## src/rtl/result_store_responder.sv

```systemverilog
// Responder side of the result-store handshake: latches a batch of per-core detections and
// writes one record per detecting core, then a terminating exit record carrying the count.
module result_store_responder #(
    parameter int                CORES     = 32,
    parameter int                XBITS     = 12,
    parameter int                YBITS     = 11,
    parameter int                SBITS     = 8,
    parameter int                ADDR_W    = 32,
    parameter logic [ADDR_W-1:0] BASE_ADDR = '0,
    parameter int                MAX_REC   = 4096
) (
    input  logic              clk_i,
    input  logic              rst_ni,
    input  logic              start_i,
    input  logic [XBITS-1:0]  startX_i,
    input  logic [YBITS-1:0]  startY_i,
    input  logic [SBITS-1:0]  scale_i,
    input  logic              exit_i,
    input  logic [CORES-1:0]  detect_i,
    output logic              ready_o,
    output logic              done_o,
    output logic              overflow_o,
    output logic [ADDR_W-1:0] wr_addr_o,
    output logic [31:0]       wr_data_o,
    output logic              wr_en_o,
    input  logic              wr_wait_i
);

    localparam int IDX_W = (CORES > 1) ? $clog2(CORES) : 1;
    localparam int CNT_W = $clog2(MAX_REC) + 1;

    typedef enum logic [1:0] {IDLE, WRITE, EXIT, DONE} state_e;

    state_e             state_q, state_d;
    logic [CORES-1:0]   mask_q, mask_d;
    logic [CNT_W-1:0]   count_q, count_d;
    logic               overflow_q, overflow_d;
    logic [XBITS-1:0]   x_q;
    logic [YBITS-1:0]   y_q;
    logic [SBITS-1:0]   s_q;
    logic               load;
    logic [IDX_W-1:0]   idx;
    logic [XBITS-1:0]   xSum;
    logic [31:0]        detRecord;
    logic [31:0]        exitRecord;
    logic               hasRoom;

    // Lowest set bit wins so a batch is written in ascending core order.
    always_comb begin
        idx = '0;
        for (int i = CORES - 1; i >= 0; i--) begin
            if (mask_q[i]) idx = IDX_W'(i);
        end
    end

    assign xSum       = x_q + XBITS'(idx);
    assign detRecord  = {1'b0, 8'(s_q), 11'(y_q), 12'(xSum)};
    assign exitRecord = {1'b1, 31'(count_q)};
    assign hasRoom    = (count_q < CNT_W'(MAX_REC - 1));
    assign wr_addr_o  = BASE_ADDR + (ADDR_W'(count_q) << 2);
    assign overflow_o = overflow_q;

    always_comb begin
        state_d    = state_q;
        mask_d     = mask_q;
        count_d    = count_q;
        overflow_d = overflow_q;
        load       = 1'b0;
        ready_o    = 1'b0;
        done_o     = 1'b0;
        wr_en_o    = 1'b0;
        wr_data_o  = '0;
        unique case (state_q)
            IDLE: begin
                ready_o = 1'b1;
                if (start_i) begin
                    load    = 1'b1;
                    mask_d  = exit_i ? '0 : detect_i;
                    state_d = exit_i ? EXIT : WRITE;
                end
            end
            WRITE: begin
                if (mask_q == '0) begin
                    state_d = IDLE;
                end else if (hasRoom) begin
                    wr_en_o   = 1'b1;
                    wr_data_o = detRecord;
                    if (!wr_wait_i) begin
                        mask_d[idx] = 1'b0;
                        count_d     = count_q + 1'b1;
                    end
                end else begin
                    // Last slot is kept for the exit record; the rest of the batch is lost.
                    overflow_d = 1'b1;
                    mask_d     = '0;
                end
            end
            EXIT: begin
                wr_en_o   = 1'b1;
                wr_data_o = exitRecord;
                if (!wr_wait_i) state_d = DONE;
            end
            DONE: begin
                done_o = 1'b1;
            end
            default: state_d = IDLE;
        endcase
    end

    always_ff @(posedge clk_i or negedge rst_ni) begin
        if (!rst_ni) begin
            state_q    <= IDLE;
            mask_q     <= '0;
            count_q    <= '0;
            overflow_q <= 1'b0;
        end else begin
            state_q    <= state_d;
            mask_q     <= mask_d;
            count_q    <= count_d;
            overflow_q <= overflow_d;
        end
    end

    always_ff @(posedge clk_i or negedge rst_ni) begin
        if (!rst_ni) begin
            x_q <= '0;
            y_q <= '0;
            s_q <= '0;
        end else if (load) begin
            x_q <= startX_i;
            y_q <= startY_i;
            s_q <= scale_i;
        end
    end

endmodule

```

## config.mk

```make
export PLATFORM = sky130hd
export DESIGN_NAME = result_store_responder
export DESIGN_NICKNAME = d
export VERILOG_FILES = /design/src/rtl/result_store_responder.sv
export SDC_FILE = /design/constraint.sdc
export NUM_CORES = 1
export LEC_CHECK = 0
export BUFFER_PORTS_ARGS = -buffer_cell sky130_fd_sc_hd__buf_4
export CORE_MARGIN = 2
export CORE_UTILIZATION = 53
export DETAILED_ROUTE_END_ITERATION = 7
export PLACE_DENSITY = 0.84
export SLEW_MARGIN = 10
export SYNTH_ARGS = -nofsm -noshare
export SYNTH_HDL_FRONTEND = slang
export SYNTH_SLANG_ARGS = --single-unit
```

## constraint.sdc

```tcl
create_clock -name clk_i -period 5.4 [get_ports clk_i]
set_clock_uncertainty 0.15 [all_clocks]
set_input_delay 1.08 -clock clk_i [delete_from_list [all_inputs] [get_ports clk_i]]
set_output_delay 1.08 -clock clk_i [all_outputs]
set_load 0.05 [all_outputs]
```

==> summary.txt <==
initial antenna violation count: 0
H-tree depth: 3
CTS clk-pin slew, worst paths: 0.08 ns
Crit Path Category: flop to primary output
DRT Pass-1 Iters: 4
Simple-Gate Fraction of Synth Area: 21.4%
TritonCTS clock tree: built
max-cap violations: 0
share of cells above drive strength 1: 30.3%
Clock Root Buffer: clkbuf_8
Total GRT Usage: 26.2%
Port Buffers: 116
compound-cell area share of the yosys netlist: 16.9%
Critical Path RT: 4.17 ns
largest net degree at the start of global routing: 80
met1 Usage GRT: 35.4%
PD cells: 637 nW/um2
first-pass GRT wire length: 20,800 um
main combinational cell family by area after synthesis: simple AND/OR/NAND/NOR gates
most common cell after layout, fill and taps aside: buf_4
Final Cycle Share: 93.4%
Die ar.: 9890 um2
Net count, final: 682
XOR/XNOR share of the synthesized area: 3.45%
sequential share of power: 30.3%
worst-path cell chain: or4_1 > a211oi_1 > o21ai_1 > nand2_1 > inv_1 > ha_1 > a21o_1 > a21oi_1 > nor2b_1 > o2111ai_1 > xnor2_1 > a22o_1 > buf_4
top post-synthesis cells by area: dfrtp_1 (41%), mux2_2 (7.5%), a32o_1 (3.7%)
most frequent cells in the layout: buf_4 (121), dfrtp_1 (79), nand2_1 (39)
adder-cell share of the synthesized area: 3.27%
Comb power frac: 58.9%
vias: 4,364
ys flop type: dfrtp_1
FP Rows: 34
GR Util met3: 5.41%
clk_lat worst skew: 0.36 ns
Post-CTS Setup Repair Bufs: 0
clk sinks: 79
Post-synth EDFFs: 0
RSZ-0062 raised after global routing: no
Switching Power: 1900 uW
hold_buf cts: 0
diode count: 0
biggest area consumer among synthesized cells: dfrtp_1
Routed WL: 12,500 um
routability cong.: 1.02
Worst Setup End Kind: primary output
M2 GR Usage: 41.1%
Horiz. Die Dim: 99.4 um
sw frac: 50.6%
Top-Level Pins: 136
Clock power frac: 10.8%
Synth warnings: 0
syn avg cell area: 9.79 um2
post-CTS resize count: 0
status: finished, final reports clean
relative slew slack: 34.8%
Setup TNS Final: 0 ns
CP top delay family: compound AO/OA/AOI/OAI gates
post-DR wirelength/cell: 17.5 um
Async SR Flop Fraction: 100%
vias per cell: 6.10
Buf/Inv on CP: 2
critical path peak fanout: 9
Starting Density: 55.1%
clock tree buffer depth: 2
Synth Cell Area: 4830 um2
post-synthesis sequential area ratio: 40.9%
die height: 99.4 um
Peak Freq: 198 MHz
worst hold path type: flop to flop
CP max-delay cell: or4_1
Leak: 0.00273 uW
pre-CTS WS: 0.743 ns
flops & latches, synth: 79
Power Internal: 1860 uW
fin crit period: 5.04 ns
final hold violations: 0
actual slew at the worst max-slew pin: 0.978 ns
CTS buffer count: 9
Synth Instances: 493
Core Area: 8760 um2
area fraction of the dominant cell type after synthesis: 40.9%
Yosys cell types: 65
P&R area growth vs syn: 22.1%
setup violators final: 0
grt ovf: 0
vias in the first global route: 4,272
nature of the critical path startpoint: flop
Peak supply drop: 0.355 mV
DP HPWL: 9370 um
1st-iter DRT viols: 231
Pins Over Slew Limit: 0
GRT Max-Usage Layer: met2
Max stage delay on crit path: 0.61 ns
Worst Path Arrival: 3.81 ns
mux contribution to synthesized area: 7.67%
final setup margin: 0.356 ns
ANT nets after route: 0
# DRC: 0
-- state kept, by name, summed over array words and instances, names as in the netlist --
register    flops
mask_q         32
x_q            12
state_q         2
s_q             8
count_q        13
overflow_o      1
y_q            11
-- cell type report --
cell class              count  area [um2]
repair buffers            121         908
well taps                 108         135
clock buffers               9         124
flip-flops and latches     79        1980
clock inverters             7        56.3
fillers                   697        2870
inverters                  17        63.8
multi-input cells         374        2630
-- final timing paths --
| path | depth (start not counted) | slack (ns) | start | endpoint |
|---|---|---|---|---|
| min reg2reg | 1 | 0.32 | overflow_o | overflow_o |
| min | 1 | 0.32 | overflow_o | overflow_o |
| max reg2reg | 6 | 2.17 | mask_q[19] | mask_q[31] |
| max in group asynchronous | 1 | 3.75 | rst_ni | count_q[2] |
| min in group asynchronous | 1 | 0.72 | rst_ni | s_q[4] |
| max | 13 | 0.36 | mask_q[14] | wr_data_o[8] |
-- cell usage after synthesis (4+ instances only) --
cell type  count
a21oi_1       14
a22o_1        12
a32o_1        18
and3_1        22
buf_2          4
buf_4         20
clkbuf_1      13
dfrtp_1       79
ha_1          11
inv_1         15
mux2_2        32
nand2_1       39
nand2b_1       7
nand3_1       19
nand4_1       12
nor2_1        28
nor2b_1        5
nor3_1         8
nor4_1        11
nor4_2         4
o2111ai_1      4
o211ai_1      10
o21ai_0       11
or4_1          9
xnor2_1       11
xor2_1         8
-- routing by layer --
metal	vias up	routed length (um)
met5	-	0
li1	2032	-
met3	31	905
met1	2094	5380
met4	0	360
met2	207	5870
-- stage by stage --
step / hold WS, ns / cell area [um2] / instances / utilization, % / total power [uW]
after floorplan: 0.321 / 4900 / 511 / - / 2750
after global placement: 0.305 / 5720 / 699 / 65.2 / 3260
after detailed placement: 0.304 / 5720 / 699 / 65.2 / 3330
after CTS: 0.328 / 5900 / 715 / 67.3 / 3740
after global routing: 0.336 / 5900 / 715 / 67.3 / 4020
final: 0.325 / 5900 / 715 / 67.3 / 3760
-- cells by family after synthesis --
kind of cell	after synthesis
multiplexers	33
buffers and inverters	58
other	1
flip-flops	79
AND/OR/NAND/NOR	186
AO/OA/AOI/OAI	105
XOR/XNOR	19
adder cells (fa/ha/maj)	12
-- power by group through the flow --
stage / registers [uW] / logic [uW] / clock network (uW)
6_report: 1140 / 2210 / 405
5_1_grt: 1180 / 2410 / 441
4_1_cts: 1130 / 2200 / 416
3_5_place_dp: 1140 / 2190 / 0
3_3_place_gp: 1120 / 2140 / 0
2_1_floorplan: 1090 / 1660 / 0
-- worst register-to-register path, delay by kind of cell, from the launching register on --
kind	cells	cell delay, ns
AO/OA/AOI/OAI	2	0.95
flip-flops	1	0.47
AND/OR/NAND/NOR	4	1.61
No activity file was read; power rests on OpenSTA's default activity.
